--- src/rtl/pp_freq_sequencer.sv ---
// Front-panel frequency sequencer: debounced UP/DOWN buttons step the drive frequency,
// a shared restoring divider derives the period timing, and the set is handed over on period_start.
module pp_freq_sequencer #(
    parameter int unsigned BASE_TICKS   = 25000000,
    parameter int unsigned F_MIN        = 1000,
    parameter int unsigned F_MAX        = 32767,
    parameter int unsigned F_DEFAULT    = 15110,
    parameter int unsigned F_STEP       = 511,
    parameter int unsigned BURST_MULT   = 128,
    parameter int unsigned PEAKS        = 50,
    parameter int unsigned DEBOUNCE_CYC = 1000000,
    parameter int unsigned REPEAT_CYC   = 25000000
) (
    input  logic        clk_i,
    input  logic        rst_i,
    input  logic        btn_down_n_i,
    input  logic        btn_up_n_i,
    input  logic        period_start_i,
    input  logic        cfg_ack_i,
    output logic        cfg_valid_o,
    output logic [15:0] cfg_freq_o,
    output logic [25:0] cfg_p_end_o,
    output logic [25:0] cfg_q1_end_o,
    output logic [25:0] cfg_h_end_o,
    output logic [25:0] cfg_q3_end_o,
    output logic [25:0] cfg_burst_st_o,
    output logic [7:0]  cfg_burst_dv_o,
    output logic        step_led_o,
    output logic        busy_o
);
    localparam int DB_W = $clog2(DEBOUNCE_CYC + 1);
    localparam int RP_W = $clog2(REPEAT_CYC + 1);

    typedef enum logic [2:0] {IDLE, CALC_P, CALC_T, DERIVE, WAIT_PS, OFFER} state_e;
    state_e state_q, state_d;

    // Bit 0 is UP, bit 1 is DOWN; both held as active-high "pressed".
    logic [1:0]      sync1_q, sync2_q, stable_q, stablePrev_q;
    logic [DB_W-1:0] dbCnt_q [2];
    logic [RP_W-1:0] repCnt_q;
    logic [1:0]      pressEdge;
    logic            singleHeld, repeatFire, stepUp, stepDn, stepAny, fChange;

    logic [15:0] f_q, fCalc_q, fStep_d, fUp, fDn;
    logic [16:0] fUpSum;
    logic        pending_q, stepLed_q;

    logic [21:0] rem_q, divisor, remNext;
    logic [25:0] quo_q, quo_d, dvd_q, pEnd_q, bst_q, q1, h, w;
    logic [22:0] trial;
    logic [4:0]  divCnt_q;
    logic [7:0]  dv_q;
    logic        qBit, divLast;

    always_ff @(posedge clk_i or posedge rst_i) begin
        if (rst_i) begin
            sync1_q      <= 2'b00;
            sync2_q      <= 2'b00;
            stable_q     <= 2'b00;
            stablePrev_q <= 2'b00;
            dbCnt_q[0]   <= '0;
            dbCnt_q[1]   <= '0;
        end else begin
            sync1_q      <= {~btn_down_n_i, ~btn_up_n_i};
            sync2_q      <= sync1_q;
            stablePrev_q <= stable_q;
            for (int i = 0; i < 2; i++) begin
                if (sync2_q[i] == stable_q[i]) begin
                    dbCnt_q[i] <= '0;
                end else if (dbCnt_q[i] == DB_W'(DEBOUNCE_CYC - 1)) begin
                    stable_q[i] <= sync2_q[i];
                    dbCnt_q[i]  <= '0;
                end else begin
                    dbCnt_q[i] <= dbCnt_q[i] + 1'b1;
                end
            end
        end
    end

    assign pressEdge  = stable_q & ~stablePrev_q;
    assign singleHeld = stable_q[0] ^ stable_q[1];
    assign repeatFire = singleHeld && (pressEdge == 2'b00) && (repCnt_q == RP_W'(REPEAT_CYC - 1));
    assign stepUp     = singleHeld && stable_q[0] && (pressEdge[0] || repeatFire);
    assign stepDn     = singleHeld && stable_q[1] && (pressEdge[1] || repeatFire);
    assign stepAny    = stepUp || stepDn;

    always_ff @(posedge clk_i or posedge rst_i) begin
        if (rst_i) begin
            repCnt_q <= '0;
        end else if (!singleHeld || (pressEdge != 2'b00) || repeatFire) begin
            repCnt_q <= '0;
        end else begin
            repCnt_q <= repCnt_q + 1'b1;
        end
    end

    assign fUpSum = {1'b0, f_q} + 17'(F_STEP);
    assign fUp    = (fUpSum > 17'(F_MAX)) ? 16'(F_MAX) : fUpSum[15:0];
    assign fDn    = (f_q < 16'(F_MIN + F_STEP)) ? 16'(F_MIN) : f_q - 16'(F_STEP);

    always_comb begin
        fStep_d = f_q;
        if (stepUp) begin
            fStep_d = fUp;
        end else if (stepDn) begin
            fStep_d = fDn;
        end
    end

    assign fChange = stepAny && (fStep_d != f_q);

    // fCalc_q freezes the code being computed so later steps only re-arm pending.
    always_ff @(posedge clk_i or posedge rst_i) begin
        if (rst_i) begin
            f_q       <= 16'(F_DEFAULT);
            fCalc_q   <= 16'(F_DEFAULT);
            pending_q <= 1'b0;
            stepLed_q <= 1'b0;
        end else begin
            f_q <= fStep_d;
            if (stepAny) begin
                stepLed_q <= ~stepLed_q;
            end
            if (state_q == IDLE && pending_q) begin
                fCalc_q <= f_q;
            end
            if (fChange) begin
                pending_q <= 1'b1;
            end else if (state_q == IDLE) begin
                pending_q <= 1'b0;
            end
        end
    end

    always_ff @(posedge clk_i or posedge rst_i) begin
        if (rst_i) begin
            state_q <= CALC_P;
        end else begin
            state_q <= state_d;
        end
    end

    assign divLast = (divCnt_q == 5'd25);

    always_comb begin
        state_d = state_q;
        unique case (state_q)
            IDLE:    if (pending_q)      state_d = CALC_P;
            CALC_P:  if (divLast)        state_d = CALC_T;
            CALC_T:  if (divLast)        state_d = DERIVE;
            DERIVE:                      state_d = WAIT_PS;
            WAIT_PS: if (period_start_i) state_d = OFFER;
            OFFER:   if (cfg_ack_i)      state_d = IDLE;
            default:                     state_d = CALC_P;
        endcase
    end

    always_comb begin
        busy_o      = (state_q != IDLE);
        cfg_valid_o = (state_q == OFFER);
    end

    assign divisor = (state_q == CALC_T) ? 22'(32'(fCalc_q) * BURST_MULT) : {6'b0, fCalc_q};
    assign trial   = {rem_q, dvd_q[25]};
    assign qBit    = (trial >= {1'b0, divisor});
    assign remNext = qBit ? 22'(trial - {1'b0, divisor}) : trial[21:0];
    assign quo_d   = {quo_q[24:0], qBit};

    assign q1 = pEnd_q >> 2;
    assign h  = pEnd_q >> 1;
    assign w  = 26'(32'(dv_q) * 32'(PEAKS * 2));

    // Each division re-arms its own registers on its last bit so CALC_T starts clean.
    always_ff @(posedge clk_i or posedge rst_i) begin
        if (rst_i) begin
            rem_q          <= '0;
            quo_q          <= '0;
            dvd_q          <= 26'(BASE_TICKS);
            divCnt_q       <= '0;
            pEnd_q         <= '0;
            dv_q           <= '0;
            bst_q          <= '0;
            cfg_freq_o     <= '0;
            cfg_p_end_o    <= '0;
            cfg_q1_end_o   <= '0;
            cfg_h_end_o    <= '0;
            cfg_q3_end_o   <= '0;
            cfg_burst_st_o <= '0;
            cfg_burst_dv_o <= '0;
        end else begin
            if (state_q == CALC_P || state_q == CALC_T) begin
                if (divLast) begin
                    rem_q    <= '0;
                    quo_q    <= '0;
                    dvd_q    <= 26'(BASE_TICKS);
                    divCnt_q <= '0;
                    if (state_q == CALC_P) begin
                        pEnd_q <= quo_d;
                    end else begin
                        dv_q <= (quo_d > 26'd255) ? 8'hFF : quo_d[7:0];
                    end
                end else begin
                    rem_q    <= remNext;
                    quo_q    <= quo_d;
                    dvd_q    <= {dvd_q[24:0], 1'b0};
                    divCnt_q <= divCnt_q + 1'b1;
                end
            end
            if (state_q == DERIVE) begin
                bst_q <= (w > q1) ? 26'd0 : q1 - w;
            end
            if (state_q == WAIT_PS && period_start_i) begin
                cfg_freq_o     <= fCalc_q;
                cfg_p_end_o    <= pEnd_q;
                cfg_q1_end_o   <= q1;
                cfg_h_end_o    <= h;
                cfg_q3_end_o   <= q1 + h;
                cfg_burst_st_o <= bst_q;
                cfg_burst_dv_o <= dv_q;
            end
        end
    end

    assign step_led_o = stepLed_q;
endmodule

--- config.mk ---
export PLATFORM = sky130hd
export DESIGN_NAME = pp_freq_sequencer
export DESIGN_NICKNAME = d
export VERILOG_FILES = /design/src/rtl/pp_freq_sequencer.sv
export SDC_FILE = /design/constraint.sdc
export NUM_CORES = 1
export LEC_CHECK = 0
export BUFFER_PORTS_ARGS = -buffer_cell sky130_fd_sc_hd__buf_2
export CAP_MARGIN = 20
export CORE_ASPECT_RATIO = 2
export CORE_MARGIN = 4
export CORE_UTILIZATION = 47
export CTS_CLUSTER_DIAMETER = 40
export CTS_CLUSTER_SIZE = 24
export DETAILED_ROUTE_END_ITERATION = 7
export GPL_TIMING_DRIVEN = 1
export MAX_ROUTING_LAYER = met4
export PLACE_DENSITY = 0.74
export RECOVER_POWER = 100
export SETUP_SLACK_MARGIN = 0.15
export SKIP_CTS_REPAIR_TIMING = 1
export SYNTH_ARGS = -nofsm -noshare
export SYNTH_HDL_FRONTEND = slang
export SYNTH_SLANG_ARGS = --single-unit
--- constraint.sdc ---
create_clock -name clk_i -period 19.8 [get_ports clk_i]
set_input_delay 0.99 -clock clk_i [delete_from_list [all_inputs] [get_ports clk_i]]
set_output_delay 0.99 -clock clk_i [all_outputs]
set_load 0.02 [all_outputs]
Word-level counts from Yosys, hierarchy flattened
Index checks and enable logic that the tools add are counted.
{"block": "classes", "mux": 25, "bitwise_logic": 9, "eq_ne": 17, "magnitude_cmp": 5, "multipliers": 1, "n_reduce_logical": 26, "addsub": 9}
{"cell": "2-to-1 mux 20 bit", "n": 4}
{"cell": "2-to-1 mux 22 bit", "n": 3}
{"cell": "2-to-1 mux 16 bit", "n": 4}
{"cell": "2-to-1 mux 26 bit", "n": 2}
{"cell": "2-to-1 mux 25 bit", "n": 2}
{"cell": "adder 20 x 1 -> 20 bit (second input constant)", "n": 2}
{"cell": "equality test 20 bit (second input constant)", "n": 2}
{"cell": "adder 24 x 25 -> 26 bit", "n": 1}
{"cell": "greater-than comparator 26 x 8 -> 1 bit (second input constant)", "n": 1}
{"cell": "adder 25 x 1 -> 25 bit (second input constant)", "n": 1}
{"cell": "equality test 25 bit (second input constant)", "n": 1}
{"cell": "subtractor 24 x 15 -> 25 bit", "n": 1}
{"cell": "greater-than comparator 15 x 24 -> 1 bit", "n": 1}
{"cell": "greater-or-equal comparator 23 x 22 -> 1 bit", "n": 1}
{"cell": "subtractor 22 bit", "n": 1}
{"cell": "case mux 3 bit (6 select lines)", "n": 1}
{"cell": "adder 16 x 9 -> 17 bit (second input constant)", "n": 1}
{"cell": "greater-than comparator 17 x 15 -> 1 bit (second input constant)", "n": 1}
{"cell": "< comparator 16 x 11 -> 1 bit (second input constant)", "n": 1}
{"cell": "inequality test 16 bit", "n": 1}
{"cell": "subtractor 16 x 9 -> 16 bit (second input constant)", "n": 1}
{"cell": "2-to-1 mux 3 bit", "n": 5}
{"cell": "multiplier 8 x 5 -> 13 bit (second input constant)", "n": 1}
{"cell": "inequality test 2 bit (second input constant)", "n": 5}
{"cell": "other kinds (23)", "n": 48}
{"block": "totals", "word_cells": 119, "output_inout_bits": 157, "input_bits": 6, "ff_bits": 399}

Depth between registers and ports, before layout
Gate-level depths: netlist of run 1.
{"block": "logic_depth", "word_depth": 12, "ltp_mapped": 21, "ltp_nobuf": 20}

Worst setup path after synthesis of run 1
OpenSTA, ideal clock, no wires.
{"block": "synth_timing", "kind": "register to register", "start": "reg dv_q[2]", "end": "reg bst_q[22]", "path_buffers": 0, "setup_slack_ns": 15.276, "required_ns": 19.704, "period_less_slack_ns": 4.524, "path_stages_with_launch": 18, "arrival_time_ns": 4.429, "setup_time_ns": 0.096, "path_cell_list": "dfrtp_1 > ha_1 > ha_1 > fa_1 > ha_1 > nor2b_1 > o21ai_0 > a21oi_1 > nand2b_1 > ha_1 > and2_1 > o21ai_0 > o31ai_1 > or4_1 > a311oi_1 > nand4_1 > xnor2_1 > o31ai_1"}
{"block": "synth_between", "elab_chain_cells": 3, "elab_cells_between_ends": 4, "cone_classes": "1 x add/sub; 1 x mul; 1 x order compare; 1 x mux"}
{"item": "start: declaration", "line": "52", "text": "logic [7:0] dv_q;"}
{"item": "start signal: assignment", "line": "200", "text": "dv_q <= (quo_d > 26'd255) ? 8'hFF : quo_d[7:0];"}
{"item": "multiplier 8 x 5 -> 13 bit (*)", "line": "171", "text": "assign w = 26'(32'(dv_q) * 32'(PEAKS * 2));"}
{"item": "subtractor 24 x 15 -> 25 bit / greater-than comparator 15 x 24 -> 1 bit (equally long branches)", "line": "210", "text": "bst_q <= (w > q1) ? 26'd0 : q1 - w;"}
{"item": "2-to-1 mux 26 bit (*)", "line": "210"}
{"item": "end signal: assignment", "line": "210"}
{"item": "end: declaration", "line": "49", "text": "logic [25:0] quo_q, quo_d, dvd_q, pEnd_q, bst_q, q1, h, w;"}
Every way passes the cells marked *; elsewhere a longest branch is shown, timed or not.
A chain may end at the register's enable or synchronous reset.

==> flow_metrics.env, run 1 <==
export IMPL_synthAdderAreaFrac_pct=7.59
export IMPL_tritoncts="yes"
export IMPL_io_pins=163
export IMPL_period_share_pct=37.2
export IMPL_p_int_mw=1.49
export IMPL_hpwl_mm=37.0
export IMPL_fin_crit_ns=7.36
export IMPL_synthToLayoutAreaGrowth_pct=8.47
export IMPL_setup_viol=0
export IMPL_grt_max_degree=135
export IMPL_dp_cells=2680
export IMPL_skew_ns=0.0187
export IMPL_ant_nets=0
export IMPL_drc=0
export IMPL_power_total_mw=2.51
export IMPL_numCtsBuffers=29
export IMPL_cts_sinks=342
export IMPL_synth_edf_count=0
export IMPL_pwr_share_clk_pct=25.3
export IMPL_drt_vias_per_instance=5.66
export IMPL_power_frac_comb_pct=38.4
export IMPL_yosys_most_used_dff="dfrtp_1"
export IMPL_cp_required_ns=19.67
export IMPL_switchingPower_mw=1.03
export IMPL_vdd_drop_max_uv=77.7
export IMPL_fmax_mhz=136
export IMPL_cp_start_kind="input port"
export IMPL_synthDominantCellAreaShare_pct=41.0
export IMPL_maxSlewHeadroom_pct=-291
export IMPL_synth_xor_area_share_pct=5.38
export IMPL_rsz0062_at_grt="false"
export IMPL_cts_reportedPaths_clkPinSlew_ns=0.07
export IMPL_max_clock_path_buffers=3
export IMPL_crit_type="input port to asynchronous set/reset pin"
export IMPL_tightestPinTransition_ns=5.83
export IMPL_dieWidth_um=151
export IMPL_root_buffer="clkbuf_16"
export IMPL_first_iter_violations=750
export IMPL_p_sw_share_pct=40.8
export IMPL_clk_latency_ns=0.60
export IMPL_layout_drive_gt1_share_pct=6.49
export IMPL_die_area_um2=44400
export IMPL_n_antenna_cell=0
export IMPL_post_drt_wl_per_cell_um=18.1
export IMPL_final_area_um2=20800
export IMPL_synth_compound_area_share_pct=12.2
export IMPL_power_density_nw_per_um2=121
export IMPL_ys_seq_area_share_pct=44.7
export IMPL_yosysWarningCount=0
export IMPL_die_h_um=294
export IMPL_failed_checks="capacitance limit, slew limit"
export IMPL_start_util_pct=47.6
export IMPL_grt_first_pass_wirelength_mm=80.4
export IMPL_synth_top_cell_by_area="dfrtp_1"
export IMPL_synth_top_family_by_area="simple AND/OR/NAND/NOR gates"
export IMPL_layoutNonFillerInstCount=2734
export IMPL_synthTopCellsByArea="dfrtp_1 (41%), nand2_1 (8.7%), ha_1 (7.0%)"
export IMPL_synth_simple_area_share_pct=21.6
export IMPL_max_cap_viol_count=10
export IMPL_ctsHtreeMaxLevel=1
export IMPL_gp_congestion=0.923
export IMPL_yosysMostFrequentCell="nand2_1"
export IMPL_core_um2=40300
export IMPL_leakage_nw=9.70
export IMPL_place_area_um2=20100
export IMPL_hold_path_class="register to register"
export IMPL_grt_use_total_pct=23.1
export IMPL_utilization_pct=51.7
export IMPL_status="finished, violations left"
export IMPL_rows=104
export IMPL_worstPathCellList="buf_2 > clkinvlp_2 > clkbuf_1"
export IMPL_crit_slowest_cell="clkinvlp_2"
export IMPL_synthArstFlopShare_pct=100
export IMPL_grt_ovfl_total=0
export IMPL_ys_ff_latch=342
export IMPL_vias=15476
export IMPL_hold_viol_final=0
export IMPL_drtPass1Iterations=5
export IMPL_n_fill_cell=3821
export IMPL_antenna_found_initial=0
export IMPL_tns_ns=0
export IMPL_cp_max_fo=134
export IMPL_fin_nets=2300
export IMPL_grt_pass1_vias=15857
export IMPL_syn_area_um2=19200
export IMPL_end_kind="asynchronous set/reset pin"
export IMPL_worst_path_largest_cell_delay_ns=3.21
export IMPL_final_max_slew_viol_count=669
export IMPL_pwr_share_seq_pct=36.3
export IMPL_synth_common_cells="nand2_1 (446), dfrtp_1 (315), nor2_1 (155)"
export IMPL_synth_cell_types=78
export IMPL_wl_mm=49.6
export IMPL_worst_ep_arrival_time_ns=7.22
export IMPL_postSynthCellCount=2117
export IMPL_syn_avg_cell_area_um2=9.08
export IMPL_numPortBuffers=159
export IMPL_synthMuxAreaShare_pct=3.17
placed cells by master (no fill, tap or decap), types with 31 or more instances in the layout:
master / netlist / layout
inv_1: 65 / 64
ha_1: 107 / 107
mux2_2: 31 / 31
clkbuf_1: 75 / 167
dfrtp_1: 315 / 315
o21ai_0: 144 / 144
xnor2_1: 60 / 60
a21oi_1: 65 / 64
xor2_1: 58 / 58
nand2_1: 446 / 446
nor2_1: 155 / 155
nand3_1: 82 / 82
registers in the layout, indices dropped and copies added (netlist names), 5 cells and up:
name            flops
dbCnt_q            40
quo_q              25
f_q                16
dvd_q              20
bst_q              25
cfg_freq_o         16
dv_q                8
cfg_burst_st_o     25
cfg_burst_dv_o      8
rem_q              22
divCnt_q            5
cfg_p_end_o        26
pEnd_q             26
fCalc_q            16
repCnt_q           25
cfg_q3_end_o       26
stage by stage:
stage	setup WS, ns	hold slack (ns)
2_1_floorplan	9.37	0.331
3_3_place_gp	14.79	0.372
3_5_place_dp	14.61	0.357
4_1_cts	14.61	0.374
5_1_grt	10.89	0.381
6_report	12.44	0.375
layer usage:
metal  global-route usage [%]  wire, um  up-vias  share of wire (%)
li1                         -         -     7361                  -
met1                     23.2     17300     7513                 35
met2                     40.8     25900      422                 52
met3                     2.30      1980      180                4.0
met4                     17.1      4490        0                9.0
met5                        -         0        -                  0
cell families after synthesis:
logic type               after synthesis
XOR/XNOR                             118
AO/OA/AOI/OAI                        373
adder cells (fa/ha/maj)              113
multiplexers                          57
buffers and inverters                209
other                                  1
AND/OR/NAND/NOR                      904
flip-flops                           342
worst max-delay path, delay by kind of cell:
family	cells	cell delay (ns)
buffers and inverters	3	6.07
worst paths after layout:
check,end,cells after the start,start,slack [ns]
min reg2reg,sync2_q[1],0,sync1_q[1],0.38
min,sync2_q[1],0,sync1_q[1],0.38
max,cfg_q3_end_o[12],3,rst_i,12.44
max in group clk_i,rem_q[0],16,state_q[0],12.58
max reg2reg,rem_q[0],16,state_q[0],12.58
min in group asynchronous,f_q[4],2,rst_i,2.21
power by group through the flow:
stage                     sequential (mW)  clock [mW]  combinational [mW]
after floorplan                     0.882           0               0.753
after global placement              0.920           0               0.958
after detailed placement            0.924           0               0.979
after CTS                           0.911       0.650               0.985
after global routing                0.922       0.680                1.09
final                               0.912       0.636               0.966
final cells by class:
cell class	count	area [um2]	area share, %
clock buffer	29	726	3.48
timing repair buffer	175	677	3.25
tap	530	663	3.18
inverter	65	245	1.18
clock inverter	25	347	1.66
sequential	342	8590	41.2
multi-input combinational	1568	9590	46.0
Note: power is estimated with default switching activity, not from simulation.
==> run 2, diff against run 1 <==
- ABC_AREA: not set -> 1
- PLACE_DENSITY: 0.74 -> 0.77
- clock period: 19.8 -> 6.4 ns (I/O delays scaled with it)
==> run 2 against run 1 <==
The run still ends with capacitance limit, slew limit left. Critical path depth rose by 9. Sequential power rose to 2.9 times the previous value. Die area rose by 2.3%. First-iteration DRC count rose by 20%. Hold slack got worse by 0.18 ns. Critical endpoint is now state_q[2]. Highest routed layer unchanged.
==> flow_metrics.env, run 2 <==
export IMPL_ys_ff_latch=342
export IMPL_hpwl_mm=39.0
export IMPL_synthTopCellsByArea="dfrtp_1 (40%), nand2_1 (12%), ha_1 (6.8%)"
export IMPL_dp_worst_setup_slack_ns=1.03
export IMPL_cts_reportedPaths_clkPinSlew_ns=0.09
export IMPL_synth_compound_area_share_pct=11.9
export IMPL_grt_first_pass_wirelength_mm=83.4
export IMPL_period_share_pct=87.8
export IMPL_post_drt_wl_per_cell_um=16.5
export IMPL_postSynthCellCount=2475
export IMPL_synth_xor_area_share_pct=3.20
export IMPL_hold_path_class="input port to register"
export IMPL_syn_area_um2=19700
export IMPL_vias=16808
export IMPL_use_met2_pct=43.2
export IMPL_synthMuxAreaShare_pct=0.115
export IMPL_drc=0
export IMPL_root_buffer="clkbuf_16"
export IMPL_synth_top_family_by_area="simple AND/OR/NAND/NOR gates"
export IMPL_cp_start_kind="register"
export IMPL_ant_nets=0
export IMPL_vdd_drop_max_uv=212
export IMPL_crit_slowest_cell="inv_1"
export IMPL_maxSlewHeadroom_pct=-172
export IMPL_hold_viol_final=0
export IMPL_layout_drive_gt1_share_pct=6.38
export IMPL_yosys_most_used_dff="dfrtp_1"
export IMPL_drt_vias_per_instance=5.39
export IMPL_yosysMostFrequentCell="nand2_1"
export IMPL_synth_top_cell_by_area="dfrtp_1"
export IMPL_synthDominantCellAreaShare_pct=40.1
export IMPL_wl_mm=51.6
export IMPL_start_util_pct=47.7
export IMPL_grt_pass1_vias=16891
export IMPL_drtPass1Iterations=5
export IMPL_die_h_um=297
export IMPL_grt_most_used_layer="met2"
export IMPL_clk_latency_ns=0.54
export IMPL_tritoncts="yes"
export IMPL_cp_required_ns=6.84
export IMPL_cts_sinks=342
export IMPL_max_cap_viol_count=5
export IMPL_dieWidth_um=153
export IMPL_setup_ws_ns=0.782
export IMPL_yosysWarningCount=0
export IMPL_end_kind="register"
export IMPL_worst_ep_arrival_time_ns=6.06
export IMPL_synthToLayoutAreaGrowth_pct=9.21
export IMPL_gp_congestion=0.999
export IMPL_power_density_nw_per_um2=332
export IMPL_grtUsageMet1_pct=21.9
export IMPL_worst_path_largest_cell_delay_ns=1.08
export IMPL_crit_type="register to register"
export IMPL_largest_register="dbCnt_q"
export IMPL_fmax_mhz=178
export IMPL_failed_checks="capacitance limit, slew limit"
export IMPL_skew_ns=0.0336
export IMPL_largest_reg_flops=40
export IMPL_first_iter_violations=900
export IMPL_core_um2=41300
export IMPL_use_met3_pct=2.21
export IMPL_fin_crit_ns=5.62
export IMPL_die_area_um2=45400
export IMPL_syn_avg_cell_area_um2=7.95
export IMPL_fin_nets=2679
export IMPL_tightestPinTransition_ns=4.07
export IMPL_rows=105
export IMPL_grt_ovfl_total=0
export IMPL_setup_viol=0
export IMPL_synth_simple_area_share_pct=24.5
export IMPL_cp_top_family="buffers and inverters"
export IMPL_n_antenna_cell=0
export IMPL_io_pins=163
export IMPL_synthAdderAreaFrac_pct=7.42
export IMPL_ctsHtreeMaxLevel=2
export IMPL_leakage_nw=10.5
export IMPL_numCtsBuffers=35
export IMPL_final_cell_mix="nand2_1 (652), dfrtp_1 (315), inv_1 (262)"
export IMPL_max_clock_path_buffers=3
export IMPL_cp_max_fo=49
export IMPL_synth_edf_count=0
export IMPL_synthArstFlopShare_pct=100
export IMPL_rsz0062_at_grt="false"
export IMPL_grt_max_degree=172
export IMPL_synth_common_cells="nand2_1 (651), dfrtp_1 (315), inv_1 (261)"
export IMPL_numPortBuffers=159
export IMPL_antenna_found_initial=0
export IMPL_final_max_slew_viol_count=444
export IMPL_tns_ns=0
export IMPL_final_common_cell="nand2_1"
export IMPL_ys_seq_area_share_pct=43.7
export IMPL_grt_use_total_pct=22.9
export IMPL_cp_common_cell="inv_1"
export IMPL_path_buf_inv=7
export IMPL_status="finished, violations left"
export IMPL_synth_cell_types=64
export IMPL_worstPathCellList="nor3_1 > clkbuf_1 > inv_1 > nand2_1 > inv_1 > nor2_1 > clkbuf_1 > inv_1 > o211ai_1 > inv_1 > o21ai_0 > inv_1"
-- run 2: cell count changes after synthesis, sizes merged, moves of 21 or more --
cell    before  now
a21o        25    4
o21ai      147  212
nand2      447  668
clkbuf      75   50
a21oi       65  111
mux2        31    2
o22ai        1   34
mux2i       26    0
and3        30    0
xnor2       60   31
inv         65  275
nand3       82  139
nor2       155  196
or3         21    0
-- run 2: cells by family after synthesis --
| kind of cell | after synthesis |
|---|---|
| XOR/XNOR | 71 |
| buffers and inverters | 408 |
| multiplexers | 2 |
| other | 1 |
| flip-flops | 342 |
| AND/OR/NAND/NOR | 1115 |
| AO/OA/AOI/OAI | 423 |
| adder cells (fa/ha/maj) | 113 |
-- run 2: power breakdown --
group	internal [mW]	switching [mW]
Sequential	2.47	0.185
Clock	1.13	1.00
Combinational	0.749	1.60
Total	4.35	2.79
-- run 2: final cells by class --
| cell class | count | area [um2] |
|---|---|---|
| clock buffer | 38 | 930 |
| clock inverter | 25 | 290 |
| fill | 3978 | 19800 |
| inverter | 280 | 1050 |
| multi-input combinational | 1727 | 9240 |
| sequential | 342 | 8590 |
| tap | 535 | 669 |
| timing repair buffer | 174 | 709 |
-- run 2: worst paths after layout --
kind,cells past startpoint,slack [ns],startpoint,end
setup reg to reg,12,0.78,state_q[2],state_q[2]
hold reg to reg,0,0.35,sync1_q[1],sync2_q[1]
hold / removal,3,0.19,period_start_i,state_q[1]
max in group asynchronous,4,1.50,rst_i,rem_q[16]
setup / recovery,12,0.78,state_q[2],state_q[2]
min in group asynchronous,3,0.47,rst_i,cfg_burst_dv_o[3]
-- run 2: per-layer routing --
layer  vias to the layer above  share of wire (%)  wire length [um]
li1                       8209                  -                 -
met3                       179                3.8              1940
met2                       475                 54             27900
met1                      7945                 35             17900
met4                         0                7.6              3930
met5                         -                  0                 0
-- run 2: through the flow --
stage,total power [mW],area (um2),utilization [%],hold slack [ns],cells
global route,7.61,21500,52.1,0.212,3121
finish,7.14,21500,52.1,0.193,3121
global placement,5.00,20500,49.7,0.337,3052
floorplan,4.47,19700,-,0.331,2477
detailed placement,5.08,20500,49.7,0.337,3053
CTS,7.23,21700,52.7,-0.188,3116
-- run 2: worst min-delay path, stage by stage --
cell and delay [ns]:
buf_2 0.12, o211ai_1 0.13, o22ai_1 0.11
